<file path="src/rtl/cpu_defines.sv">
// Shared CPU definitions: operation enum, MIPS opcode/funct encodings and
// common type aliases used by the decode stage.
package cpu_defines;

   typedef logic [4:0]  Reg_addr_t;
   typedef logic [31:0] Inst_t;
   typedef logic [31:0] Inst_addr_t;

   typedef enum logic [2:0] {
      OP_NOP  = 3'd0,
      OP_OR   = 3'd1,
      OP_AND  = 3'd2,
      OP_XOR  = 3'd3,
      OP_ADDU = 3'd4,
      OP_SUBU = 3'd5,
      OP_SLT  = 3'd6,
      OP_LUI  = 3'd7
   } Oper_t;

   localparam logic [5:0] OPCODE_SPECIAL = 6'h00;
   localparam logic [5:0] OPCODE_ADDIU   = 6'h09;
   localparam logic [5:0] OPCODE_SLTI    = 6'h0A;
   localparam logic [5:0] OPCODE_ANDI    = 6'h0C;
   localparam logic [5:0] OPCODE_ORI     = 6'h0D;
   localparam logic [5:0] OPCODE_XORI    = 6'h0E;
   localparam logic [5:0] OPCODE_LUI     = 6'h0F;

   localparam logic [5:0] FUNCT_ADDU = 6'h21;
   localparam logic [5:0] FUNCT_SUBU = 6'h23;
   localparam logic [5:0] FUNCT_AND  = 6'h24;
   localparam logic [5:0] FUNCT_OR   = 6'h25;
   localparam logic [5:0] FUNCT_XOR  = 6'h26;
   localparam logic [5:0] FUNCT_SLT  = 6'h2A;

endpackage

</file>
<file path="src/rtl/id_decoder.sv">
// Combinational instruction decoder: instruction word to operation, source
// usage, extended immediate and destination. An instruction whose write is
// suppressed (destination $0) has no architectural effect, so its sources
// are also dropped and never take part in hazard checks.
module id_decoder
   import cpu_defines::*;
#(
   parameter int DATA_W     = 32,
   parameter int REG_ADDR_W = 5
) (
   input  logic [31:0]           i_inst,
   output Oper_t                 o_oper,
   output logic                  o_use_rs,
   output logic                  o_use_rt,
   output logic                  o_use_imm,
   output logic [DATA_W-1:0]     o_imm_ext,
   output logic                  o_we,
   output logic [REG_ADDR_W-1:0] o_waddr
);

   logic [5:0]  w_opcode;
   logic [5:0]  w_funct;
   Reg_addr_t   w_rt;
   Reg_addr_t   w_rd;
   logic [15:0] w_imm;
   Reg_addr_t   w_dst;
   logic        w_wr;
   logic        w_rs_u;
   logic        w_rt_u;
   Oper_t       w_oper;

   assign w_opcode = i_inst[31:26];
   assign w_rt     = i_inst[20:16];
   assign w_rd     = i_inst[15:11];
   assign w_imm    = i_inst[15:0];
   assign w_funct  = i_inst[5:0];

   // Main decode table; unknown encodings fall through to a sourceless NOP
   always_comb begin
      w_oper    = OP_NOP;
      w_rs_u    = 1'b0;
      w_rt_u    = 1'b0;
      o_use_imm = 1'b0;
      o_imm_ext = '0;
      w_dst     = '0;
      w_wr      = 1'b0;
      case (w_opcode)
         OPCODE_ORI, OPCODE_ANDI, OPCODE_XORI: begin
            w_oper    = (w_opcode == OPCODE_ORI)  ? OP_OR  :
                        (w_opcode == OPCODE_ANDI) ? OP_AND : OP_XOR;
            w_rs_u    = 1'b1;
            o_use_imm = 1'b1;
            o_imm_ext = DATA_W'(w_imm);
            w_dst     = w_rt;
            w_wr      = 1'b1;
         end
         OPCODE_ADDIU, OPCODE_SLTI: begin
            w_oper    = (w_opcode == OPCODE_ADDIU) ? OP_ADDU : OP_SLT;
            w_rs_u    = 1'b1;
            o_use_imm = 1'b1;
            o_imm_ext = DATA_W'($signed(w_imm));
            w_dst     = w_rt;
            w_wr      = 1'b1;
         end
         OPCODE_LUI: begin
            w_oper    = OP_LUI;
            o_use_imm = 1'b1;
            o_imm_ext = DATA_W'({w_imm, 16'h0000});
            w_dst     = w_rt;
            w_wr      = 1'b1;
         end
         OPCODE_SPECIAL: begin
            w_rs_u = 1'b1;
            w_rt_u = 1'b1;
            w_dst  = w_rd;
            w_wr   = 1'b1;
            case (w_funct)
               FUNCT_OR:   w_oper = OP_OR;
               FUNCT_AND:  w_oper = OP_AND;
               FUNCT_XOR:  w_oper = OP_XOR;
               FUNCT_ADDU: w_oper = OP_ADDU;
               FUNCT_SUBU: w_oper = OP_SUBU;
               FUNCT_SLT:  w_oper = OP_SLT;
               default: begin
                  w_oper = OP_NOP;
                  w_rs_u = 1'b0;
                  w_rt_u = 1'b0;
                  w_dst  = '0;
                  w_wr   = 1'b0;
               end
            endcase
         end
         default: ;
      endcase
   end

   assign o_oper   = w_oper;
   assign o_we     = w_wr && (w_dst != '0);
   assign o_use_rs = w_rs_u && (w_dst != '0);
   assign o_use_rt = w_rt_u && (w_dst != '0);
   assign o_waddr  = REG_ADDR_W'(w_dst);

endmodule

</file>
<file path="src/rtl/id_stage.sv">
// MIPS instruction-decode stage: decode, register read, EX/MEM bypass,
// load-use interlock and the registered ID/EX latch.
// Build option FORWARD_EN: when defined, operands bypass from EX/MEM and only
// load-use stalls; when undefined, operands come from the register file and
// any pending EX/MEM write to a used source stalls.
module id_stage
   import cpu_defines::*;
#(
   parameter int DATA_W     = 32,
   parameter int REG_ADDR_W = 5
) (
   input  logic                  clk,
   input  logic                  rst,
   input  logic                  if_valid,
   input  logic [31:0]           if_pc,
   input  logic [31:0]           if_inst,
   output logic                  id_ready,
   output logic [REG_ADDR_W-1:0] rf_raddr1,
   output logic [REG_ADDR_W-1:0] rf_raddr2,
   input  logic [DATA_W-1:0]     rf_rdata1,
   input  logic [DATA_W-1:0]     rf_rdata2,
   input  logic                  ex_we,
   input  logic [REG_ADDR_W-1:0] ex_waddr,
   input  logic [DATA_W-1:0]     ex_wdata,
   input  logic                  ex_is_load,
   input  logic                  mem_we,
   input  logic [REG_ADDR_W-1:0] mem_waddr,
   input  logic [DATA_W-1:0]     mem_wdata,
   input  logic                  ex_ready,
   input  logic                  flush,
   output logic                  idex_valid,
   output logic [31:0]           idex_pc,
   output Oper_t                 idex_oper,
   output logic [DATA_W-1:0]     idex_reg1,
   output logic [DATA_W-1:0]     idex_reg2,
   output logic                  idex_we,
   output logic [REG_ADDR_W-1:0] idex_waddr
);

   Oper_t                 w_oper;
   logic                  w_use_rs;
   logic                  w_use_rt;
   logic                  w_use_imm;
   logic [DATA_W-1:0]     w_imm_ext;
   logic                  w_we;
   logic [REG_ADDR_W-1:0] w_waddr;
   logic [REG_ADDR_W-1:0] w_rs;
   logic [REG_ADDR_W-1:0] w_rt;
   logic [DATA_W-1:0]     w_src1;
   logic [DATA_W-1:0]     w_src2;
   logic [DATA_W-1:0]     w_reg1;
   logic [DATA_W-1:0]     w_reg2;
   logic                  w_stall;
   logic                  w_advance;

   logic                  r_valid;
   logic [31:0]           r_pc;
   Oper_t                 r_oper;
   logic [DATA_W-1:0]     r_reg1;
   logic [DATA_W-1:0]     r_reg2;
   logic                  r_we;
   logic [REG_ADDR_W-1:0] r_waddr;

   id_decoder #(
      .DATA_W     (DATA_W),
      .REG_ADDR_W (REG_ADDR_W)
   ) u_dec (
      .i_inst    (if_inst),
      .o_oper    (w_oper),
      .o_use_rs  (w_use_rs),
      .o_use_rt  (w_use_rt),
      .o_use_imm (w_use_imm),
      .o_imm_ext (w_imm_ext),
      .o_we      (w_we),
      .o_waddr   (w_waddr)
   );

   assign w_rs      = REG_ADDR_W'(if_inst[25:21]);
   assign w_rt      = REG_ADDR_W'(if_inst[20:16]);
   assign rf_raddr1 = w_rs;
   assign rf_raddr2 = w_rt;

`ifdef FORWARD_EN
   // Bypass selection: youngest producer (EX) wins over MEM, $0 never bypasses
   always_comb begin
      w_src1 = rf_rdata1;
      w_src2 = rf_rdata2;
      if (ex_we && ex_waddr == w_rs && w_rs != '0)
         w_src1 = ex_wdata;
      else if (mem_we && mem_waddr == w_rs && w_rs != '0)
         w_src1 = mem_wdata;
      if (ex_we && ex_waddr == w_rt && w_rt != '0)
         w_src2 = ex_wdata;
      else if (mem_we && mem_waddr == w_rt && w_rt != '0)
         w_src2 = mem_wdata;
   end

   // Only a load in EX cannot be bypassed in time
   always_comb begin
      w_stall = ex_is_load && ex_we && (ex_waddr != '0) &&
                ((w_use_rs && ex_waddr == w_rs) || (w_use_rt && ex_waddr == w_rt));
   end

   logic w_unused;
   assign w_unused = &{1'b0, if_inst[10:6]};
`else
   assign w_src1 = rf_rdata1;
   assign w_src2 = rf_rdata2;

   // Without bypass, any in-flight write to a used source must drain first
   always_comb begin
      w_stall = 1'b0;
      if (w_use_rs && w_rs != '0 &&
          ((ex_we && ex_waddr == w_rs) || (mem_we && mem_waddr == w_rs)))
         w_stall = 1'b1;
      if (w_use_rt && w_rt != '0 &&
          ((ex_we && ex_waddr == w_rt) || (mem_we && mem_waddr == w_rt)))
         w_stall = 1'b1;
   end

   logic w_unused;
   assign w_unused = &{1'b0, ex_wdata, mem_wdata, ex_is_load, if_inst[10:6]};
`endif

   // Operand assembly: unused register slots are zero, I-type reg2 is the immediate
   always_comb begin
      w_reg1 = w_use_rs ? w_src1 : '0;
      w_reg2 = w_use_rt ? w_src2 : (w_use_imm ? w_imm_ext : '0);
   end

   assign w_advance = ex_ready || !r_valid;
   assign id_ready  = !w_stall && w_advance && !flush;

   // ID/EX latch: reset, flush, load on accept, bubble when advancing without accept
   always_ff @(posedge clk) begin
      if (rst) begin
         r_valid <= 1'b0;
         r_pc    <= '0;
         r_oper  <= OP_NOP;
         r_reg1  <= '0;
         r_reg2  <= '0;
         r_we    <= 1'b0;
         r_waddr <= '0;
      end else if (flush) begin
         r_valid <= 1'b0;
         r_oper  <= OP_NOP;
         r_we    <= 1'b0;
      end else if (w_advance) begin
         if (if_valid && !w_stall) begin
            r_valid <= 1'b1;
            r_pc    <= if_pc;
            r_oper  <= w_oper;
            r_reg1  <= w_reg1;
            r_reg2  <= w_reg2;
            r_we    <= w_we;
            r_waddr <= w_waddr;
         end else begin
            r_valid <= 1'b0;
            r_oper  <= OP_NOP;
            r_we    <= 1'b0;
         end
      end
   end

   assign idex_valid = r_valid;
   assign idex_pc    = r_pc;
   assign idex_oper  = r_oper;
   assign idex_reg1  = r_reg1;
   assign idex_reg2  = r_reg2;
   assign idex_we    = r_we;
   assign idex_waddr = r_waddr;

endmodule

</file>
<file path="config.mk">
export PLATFORM = sky130hd
export DESIGN_NAME = id_stage
export DESIGN_NICKNAME = d
export VERILOG_FILES = /design/src/rtl/cpu_defines.sv /design/src/rtl/id_decoder.sv /design/src/rtl/id_stage.sv
export SDC_FILE = /design/constraint.sdc
export NUM_CORES = 1
export LEC_CHECK = 0
export BUFFER_PORTS_ARGS = -buffer_cell sky130_fd_sc_hd__clkbuf_2
export CAP_MARGIN = 20
export CORE_AREA = 2 2 128 130
export DETAILED_ROUTE_END_ITERATION = 8
export DIE_AREA = 0 0 130 132
export GPL_TIMING_DRIVEN = 1
export HOLD_SLACK_MARGIN = 0.05
export PLACE_DENSITY_LB_ADDON = 0.25
export SLEW_MARGIN = 30
export SYNTH_ARGS = -nofsm -noshare
export SYNTH_HDL_FRONTEND = slang
export SYNTH_HIERARCHICAL = 1
export SYNTH_SLANG_ARGS = --single-unit
</file>
<file path="constraint.sdc">
create_clock -name clk -period 4.1 [get_ports clk]
set_clock_uncertainty 0.1 [all_clocks]
set_input_delay 0.41 -clock clk [delete_from_list [all_inputs] [get_ports clk]]
set_output_delay 0.41 -clock clk [all_outputs]
set_load 0.05 [all_outputs]
</file>
==> flow_summary.ini, run 1 <==
[outcome]
status = complete, no violations

[detailed_routing]
highest_layer = met4
postRouteAntennaNets = 0
drtIter0Drc = 396
wl_met2_um = 8540
drt-met1-wl_um = 8220
drtPass1Iterations = 5
post_drt_wl_per_cell_um = 17.4
vias = 5593
route.detailed.drc = 0
vias_per_cell = 5.32
drt-total-wl_um = 18300
met3_length_um = 1240

[pwr]
pwr-share-comb_pct = 20.3
p_leak_nw = 2.96
pwr-share-seq_pct = 44.3
clkPwrFrac_pct = 35.4
ir_drop_mv = 0.187
p_sw_share_pct = 32.3
p_int_mw = 1.66
switching_power_mw = 0.791
power_density_mw_per_mm2 = 349

[setup_path]
slowest_stage = nor4b_2
worst-path-max-fanout = 7
crit_path_end_kind = output pin
r2r.worst_path.cells = 5
crit_required_ps = 3590
crit_buf_inv = 3
crit_family = compound AO/OA/AOI/OAI gates
startpoint_type = primary input
crit_cells = 10
crit_type = in -> out
path_cells = clkbuf_2, nor4b_2, nand3_1, a21o_1, a22oi_2, o21a_1, inv_2, o221ai_4, nor2_1, clkbuf_2
cp_common_cell = clkbuf_2
arrival_ps = 2390
slowest_delay_ps = 340

[placed_design]
dp_hpwl_um = 12700
io_buffers = 261
globalplace.congestion = 0.819
place_ws_ps = 966
place_inst = 1035

[synth]
synth-edff-count = 0
synth_cells = 624
seq_area_frac_synth_pct = 39.3
synth_ff_type = dfxtp_1
synth_seq_cells = 106
ys_types = 51
async_flop_share_pct = 0
yosysWarnings = 6
synthesis.area_mm2 = 0.00540
syn-num-nets = 834
syn_area_per_cell_um2 = 8.66

[timing]
setup_viol_count_final = 0
maxSlewViolCount = 0
worst_slack_ps = 1200
fmax_mhz = 344
worst_slew_pin_slew_ps = 954
layout_min_cycle_time_ps = 2900
grt_setup_unrepaired = no
final.period_utilization_pct = 70.8
tns_ps = 0
hold_viol = 0
slew_headroom_pct = 36.4

[clock_tree]
htreeDepth = 3
path_clk_slew_ps = 80
cts_sinks = 106
cts_made_buffers = 9
cts_root_buf = clkbuf_16
post_cts_resized = 0
cts_tree = done
hold_buffers = 0
cts_setup_buffers = 0
cts_buffer_depth = 2
worstSkewPairLatency_ps = 340

[finish]
nets = 1040
drive_above_1_share_pct = 39.6
layout_common_cells = 260 x clkbuf_2, 106 x dfxtp_1, 104 x a21oi_1
finalNonFillerCells = 1051
n_antenna_cell = 0
final_common_cell = clkbuf_2
num-fill-cells = 1623
areaGrowthSynthToFinish_pct = 29.8

[die]
die_area_mm2 = 0.0172
row_count = 46
ios = 327
core_mm2 = 0.0157
fp.dieW_um = 130
die_h_um = 132
initial_core_util_pct = 34.4

[global_route]
grt_util_all_layers_pct = 20.3
antenna_found_initial = 0
grt_pass1_wl_um = 28000
grt_remaining_overflow = 0
first_global_vias = 5107
grt_max_degree = 77

[hold_path]
hp-class = in -> reg
hold_path_depth = 3

[flow_run]
cap_violations = 0
==> final timing paths <==
kind	start	end	slack [ps]
max reg2reg	idex_valid	idex_reg1[8]	2150
min reg2reg	idex_reg1[30]	idex_reg1[30]	380
max	if_inst[28]	id_ready	1200
min	if_pc[17]	idex_pc[17]	190
==> worst min-delay path, cell delays in order <==
cell and delay, ps:
clkbuf_2 80, nand3_1 50, a21oi_1 50
==> metrics by stage <==
step / util (%) / hold WS [ps] / area, um2 / power [mW]
finish: 44.6 / 186 / 7010 / 2.45
global route: 44.6 / 174 / 7010 / 2.55
detailed placement: 42.7 / 359 / 6720 / 1.60
floorplan: - / 388 / 5400 / 1.44
CTS: 44.6 / 173 / 7010 / 2.48
global placement: 42.4 / 362 / 6670 / 1.60
==> cells in the mapped netlist (2+ instances only) <==
cell      instances  area [um2]
nor3_1            4        20.0
mux2i_1           2        20.0
nand2_1           4        15.0
a211oi_2         21         263
o21ai_0           2        10.0
a211oi_1         12        90.1
a21o_1           17         128
buf_2             9        45.0
nand2b_1          3        18.8
a22o_1            9        78.8
a22oi_1          32         240
nor2b_1           6        37.5
buf_1             2        7.51
nand3_1          39         195
and2_1           18         113
o21ai_1          71         355
buf_4            16         120
buf_6             8        90.1
clkbuf_1         44         165
dfxtp_1         106        2120
xnor2_1           5        43.8
nor4b_2           2        30.0
or4_1             4        30.0
nor2_1            7        26.3
a21oi_1         104         521
xor2_1           16         140
nand4_1          33         206
nor4_1            4        25.0
a32oi_1           2        17.5
==> state kept, by name, summed over array words and instances (netlist names) <==
signal and count:
idex_reg2 32, idex_waddr 5, idex_we 1, idex_pc 32, idex_oper 3, idex_reg1 32
idex_valid 1
==> cells by family after synthesis <==
kind of cell	after synthesis	synth area share [%]
xor+xnor	22	3.70
buf+inv	82	8.15
simple gates	132	14.8
mux	2	0.370
compound gates	280	33.7
flops	106	39.3
==> power groups by stage <==
stage,combinational (mW),sequential (mW),clock (mW)
finish,0.498,1.08,0.866
global route,0.530,1.09,0.929
CTS,0.499,1.08,0.896
detailed placement,0.497,1.11,0
global placement,0.492,1.11,0
floorplan,0.207,1.23,0
==> layer usage <==
metal | GRT usage [%] | up-vias
met4 | 6.09 | 0
li1 | - | 2747
met2 | 32.4 | 214
met5 | 0 | -
met1 | 27.9 | 2612
met3 | 3.77 | 20
==> cell type report <==
class / count / area [um2] / area share [%]
tap: 216 / 270 / 3.85
timing repair buffer: 275 / 1450 / 20.6
multi-input combinational: 436 / 2870 / 40.9
clock inverter: 6 / 58.8 / 0.838
clock buffer: 10 / 239 / 3.41
sequential: 106 / 2120 / 30.3
inverter: 2 / 7.51 / 0.107
Note: power is estimated with default switching activity, not from simulation.
==> inputs of run 2 (changes only) <==
--- a/config.mk
+++ b/config.mk
@@ -7,9 +7,9 @@
 export LEC_CHECK = 0
 export BUFFER_PORTS_ARGS = -buffer_cell sky130_fd_sc_hd__clkbuf_2
 export CAP_MARGIN = 20
-export CORE_AREA = 2 2 128 130
+export CORE_AREA = 2 2 127 129
 export DETAILED_ROUTE_END_ITERATION = 8
-export DIE_AREA = 0 0 130 132
+export DIE_AREA = 0 0 129 131
 export GPL_TIMING_DRIVEN = 1
 export HOLD_SLACK_MARGIN = 0.05
 export PLACE_DENSITY_LB_ADDON = 0.25
==> constraint.sdc (replaced) <==
create_clock -name clk -period 2.41 [get_ports clk]
set_clock_uncertainty 0.1 [all_clocks]
set_input_delay 0.241 -clock clk [delete_from_list [all_inputs] [get_ports clk]]
set_output_delay 0.241 -clock clk [all_outputs]
set_load 0.05 [all_outputs]
==> flow_summary.ini, run 2 (synthesized netlist as in run 1, its figures left out) <==
[die]
die_h_um = 131
initial_core_util_pct = 34.6
ios = 327
fp.dieW_um = 129
row_count = 46
die_area_mm2 = 0.0169
core_mm2 = 0.0156

[timing]
final.period_utilization_pct = 98.5
worst_slack_ps = 35.6
layout_min_cycle_time_ps = 2370
fmax_mhz = 421
slew_headroom_pct = 46.8
setup_viol_count_final = 0
grt_setup_unrepaired = yes
maxSlewViolCount = 0
hold_viol = 0
fin_worst_hold_slack_ps = 77.5
tns_ps = 0
worst_slew_pin_slew_ps = 798

[placed_design]
place_ws_ps = -304
globalplace.congestion = 0.908
dpl_cell_area_mm2 = 0.00713
place_inst = 1082
dp_hpwl_um = 13400
io_buffers = 261

[detailed_routing]
route.detailed.drc = 0
drtIter0Drc = 368
drt-total-wl_um = 20400
drtPass1Iterations = 5
vias_per_cell = 5.27
vias = 6154
post_drt_wl_per_cell_um = 17.5
postRouteAntennaNets = 0

[flow_run]
cap_violations = 0

[setup_path]
crit_path_end_kind = output pin
crit_type = in -> out
arrival_ps = 2030
startpoint_type = primary input
crit_required_ps = 2070
worst-path-max-fanout = 4
rrSetupSlack_ps = 660
r2r.worst_path.cells = 7
regToRegStartpoint = idex_valid
regToRegEndpoint = idex_reg2[27]

[pwr]
ir_drop_mv = 0.335
power_density_mw_per_mm2 = 536
p_leak_nw = 3.52
p_total_mw = 4.38

[clock_tree]
cts_tree = done
path_clk_slew_ps = 70
htreeDepth = 3
cts_buffer_depth = 2
worstSkewPairLatency_ps = 350
cts_sinks = 106
cts_root_buf = clkbuf_16
cts_made_buffers = 9

[global_route]
grt_util_all_layers_pct = 22.5
first_global_vias = 5751
grt_remaining_overflow = 0
grt_pass1_wl_um = 30200
antenna_found_initial = 0
grt_max_degree = 70

[finish]
finish.instance_area_mm2 = 0.00818
drive_above_1_share_pct = 40.6
areaGrowthSynthToFinish_pct = 51.4
layout_common_cells = 257 x clkbuf_2, 106 x dfxtp_1, 103 x a21oi_1
utilization_pct = 52.5
n_antenna_cell = 0
final_common_cell = clkbuf_2
nets = 1156
finalNonFillerCells = 1167

[hold_path]
hold_path_depth = 3
min_to = idex_reg1[23]
hp-class = in -> reg
min_from = rf_rdata1[23]

[outcome]
status = complete, no violations
-- run 2: cell types whose count changed in the layout (fill, tap and decap cells not counted), sizes merged --
cell         previous run  this run
dlygate4sd3             0        63
buf                    15        70
clkbuf                270       267
inv                     4         6
clkinv                  3         2
-- run 2: where the power goes --
group	total [mW]	switching (mW)	internal [mW]
sequential	1.85	0.0334	1.81
clock	1.52	0.774	0.743
combinational	1.02	0.636	0.387
-- run 2: metal layers --
metal / part of all wire [%] / wire length (um) / GRT usage [%]
met5: 0 / 0 / 0
met4: 2.2 / 441 / 8.76
met3: 6.4 / 1310 / 4.15
met2: 48 / 9700 / 37.1
met1: 44 / 8960 / 29.3
-- run 2: repair_timing --
action,in CTS,in global routing
gates resized for setup,5,7
gates cloned,0,1
setup buffers,3,2
hold endpoints to repair,63,0
setup endpoints to repair,1,83
pin swaps,2,6
hold buffers,63,0
-- run 2: worst max path at each step --
| stage | endpoint | startpoint | slack, ps | cells after the start |
|---|---|---|---|---|
| detailed placement | idex_pc[25] | if_inst[29] | -300 | 12 |
| floorplan | idex_reg2[20] | if_inst[31] | -70 | 12 |
| global placement | idex_reg2[4] | if_inst[18] | -420 | 9 |
| finish | id_ready | if_inst[2] | 40 | 11 |
| global route | id_ready | if_inst[29] | -50 | 11 |
| CTS | id_ready | if_inst[29] | 2 | 11 |
-- run 2: cell type report --
cell class | instances | area, um2
Fill cell | 1469 | 7410
Timing Repair Buffer | 391 | 2600
Clock buffer | 9 | 225
Sequential cell | 106 | 2120
Tap cell | 216 | 270
Multi-Input combinational cell | 436 | 2880
Clock inverter | 7 | 80.1
Inverter | 2 | 7.51
-- run 2: critical path: stages --
cell and delay (ps):
clkbuf_2 110, and3_1 180, or3_1 330, a21o_1 220
buf_4 150, nor2_2 140, o21ai_2 100, o221ai_4 240
buf_12 150, nor2_4 30, buf_8 150
==> inputs of run 3 (changes only) <==
--- a/config.mk
+++ b/config.mk
@@ -7,9 +7,9 @@
 export LEC_CHECK = 0
 export BUFFER_PORTS_ARGS = -buffer_cell sky130_fd_sc_hd__clkbuf_2
 export CAP_MARGIN = 20
-export CORE_AREA = 2 2 127 129
+export CORE_AREA = 2 2 128 130
 export DETAILED_ROUTE_END_ITERATION = 8
-export DIE_AREA = 0 0 129 131
+export DIE_AREA = 0 0 130 132
 export GPL_TIMING_DRIVEN = 1
 export HOLD_SLACK_MARGIN = 0.05
 export PLACE_DENSITY_LB_ADDON = 0.25
==> constraint.sdc (replaced) <==
create_clock -name clk -period 2.27 [get_ports clk]
set_clock_uncertainty 0.1 [all_clocks]
set_input_delay 0.227 -clock clk [delete_from_list [all_inputs] [get_ports clk]]
set_output_delay 0.227 -clock clk [all_outputs]
set_load 0.05 [all_outputs]
==> flow_summary.ini, run 3 (synthesized netlist as in run 1, its figures left out) <==
[setup_path]
r2r.worst_path.cells = 7
regToRegEndpoint = idex_oper[1]
crit_path_end_kind = output pin
arrival_ps = 1970
startpoint_type = primary input
regToRegStartpoint = idex_valid
rrSetupSlack_ps = 570
slowest_stage = or3_4
worst-path-max-fanout = 4
critPathLaunch = if_inst[2]
crit_type = in -> out
cp_common_cell = buf_8
crit_required_ps = 1940
path_cells = buf_4, and3_1, or3_4, a21o_1, a22oi_2, o21a_1, inv_2, o221ai_4, buf_8, nor2_4, buf_8
slowest_delay_ps = 330

[global_route]
antenna_found_initial = 0
grt_pass1_wl_um = 31200
grt_max_degree = 70
grt_util_all_layers_pct = 22.7
first_global_vias = 5757
grt_remaining_overflow = 0

[detailed_routing]
post_drt_wl_per_cell_um = 17.6
drtPass1Iterations = 4
vias_per_cell = 5.26
drt-total-wl_um = 20800
vias = 6188
drtIter0Drc = 352
route.detailed.drc = 0
postRouteAntennaNets = 0

[die]
initial_core_util_pct = 34.4
ios = 327
die_h_um = 132
row_count = 46
die_area_mm2 = 0.0172
fp.dieW_um = 130
core_mm2 = 0.0157

[finish]
layout_common_cells = 256 x clkbuf_2, 106 x dfxtp_1, 89 x a21oi_1
n_antenna_cell = 0
utilization_pct = 53.8
nets = 1167
finalNonFillerCells = 1177
num-fill-cells = 1491
drive_above_1_share_pct = 43.0
final_common_cell = clkbuf_2
areaGrowthSynthToFinish_pct = 56.5

[timing]
layout_min_cycle_time_ps = 2300
fmax_mhz = 436
maxSlewViolCount = 0
setup_viol_count_final = 4
slew_headroom_pct = 48.4
final.period_utilization_pct = 101
worst_slew_pin_slew_ps = 774
fin_worst_hold_slack_ps = 92.1
worst_slack_ps = -25.1
hold_viol = 0
grt_setup_unrepaired = yes
tns_ps = -37.7

[placed_design]
io_buffers = 261
place_inst = 1087
dp_hpwl_um = 13200
globalplace.congestion = 0.866

[outcome]
status = finished with violations
violations = negative setup slack

[clock_tree]
htreeDepth = 3
cts_buffer_depth = 2
worstSkewPairLatency_ps = 350
cts_root_buf = clkbuf_16
path_clk_slew_ps = 70
cts_tree = done
cts_sinks = 106
cts_made_buffers = 9

[flow_run]
cap_violations = 0

[pwr]
p_leak_nw = 3.64
power_density_mw_per_mm2 = 558
clkPwrFrac_pct = 34.6
p_sw_share_pct = 31.5
ir_drop_mv = 0.368
pwr-share-seq_pct = 41.6
switching_power_mw = 1.49
p_int_mw = 3.23
p_total_mw = 4.72
pwr-share-comb_pct = 23.9

[hold_path]
hold_path_depth = 3
min_to = idex_valid
hp-class = in -> reg
min_from = if_valid
-- run 3: cell types whose count changed in the layout (fill, tap and decap cells not counted), sizes merged --
cell | previous run | this run
buf | 70 | 78
dlygate4sd3 | 63 | 64
clkinvlp | 1 | 0
bufinv | 0 | 1
inv | 6 | 3
clkbuf | 267 | 269
clkinv | 2 | 4
-- run 3: worst max-delay path by stage --
stage | to | slack, ps
2_1_floorplan | idex_reg2[20] | -200
3_3_place_gp | idex_reg2[9] | -630
3_5_place_dp | idex_pc[25] | -450
4_1_cts | id_ready | -50
5_1_grt | idex_pc[1] | -90
6_report | id_ready | -30
-- run 3: worst max-delay path, delay by kind of cell --
| family | cells | cell delay [ps] |
|---|---|---|
| buf+inv | 4 | 470 |
| simple gates | 3 | 530 |
| compound gates | 4 | 740 |
-- run 3: area by class of cell --
| class | count | area [um2] | share of cell area [%] |
|---|---|---|---|
| sequential | 106 | 2120 | 25.1 |
| clock inverter | 6 | 77.6 | 0.917 |
| timing repair buffer | 402 | 2790 | 33.0 |
| multi-input combinational | 436 | 2970 | 35.1 |
| tap | 216 | 270 | 3.19 |
| clock buffer | 9 | 225 | 2.66 |
| inverter | 2 | 7.51 | 0.0887 |
-- run 3: per-layer routing --
layer  global-route usage, %  share of wire (%)  vias up
met5                       0                  0        -
met4                    8.72                2.6        0
met3                    4.67                5.8       34
met2                    35.5                 46      233
met1                    30.5                 45     2922
li1                        -                  -     2999
-- run 3: stage by stage --
stage,area (um2),worst slack [ps]
4_1_cts,8240,-49.4
6_report,8460,-25.1
2_1_floorplan,5430,-196
5_1_grt,8460,-90.8
3_3_place_gp,7150,-631
3_5_place_dp,7180,-451
-- run 3: power by group through the flow --
| stage | sequential (mW) | combinational, mW | clock, mW |
|---|---|---|---|
| floorplan | 2.23 | 0.377 | 0 |
| global placement | 2.00 | 0.966 | 0 |
| detailed placement | 2.00 | 0.973 | 0 |
| CTS | 1.96 | 1.09 | 1.67 |
| global route | 1.97 | 1.19 | 1.77 |
| finish | 1.96 | 1.13 | 1.63 |
-- run 3: repair_timing --
action,in CTS,in global routing
hold endpoints to repair,64,0
resized for setup,8,29
pin swaps,4,8
setup endpoints to repair,60,87
hold buffers,64,0
cloned,1,5
buffers inserted,5,0
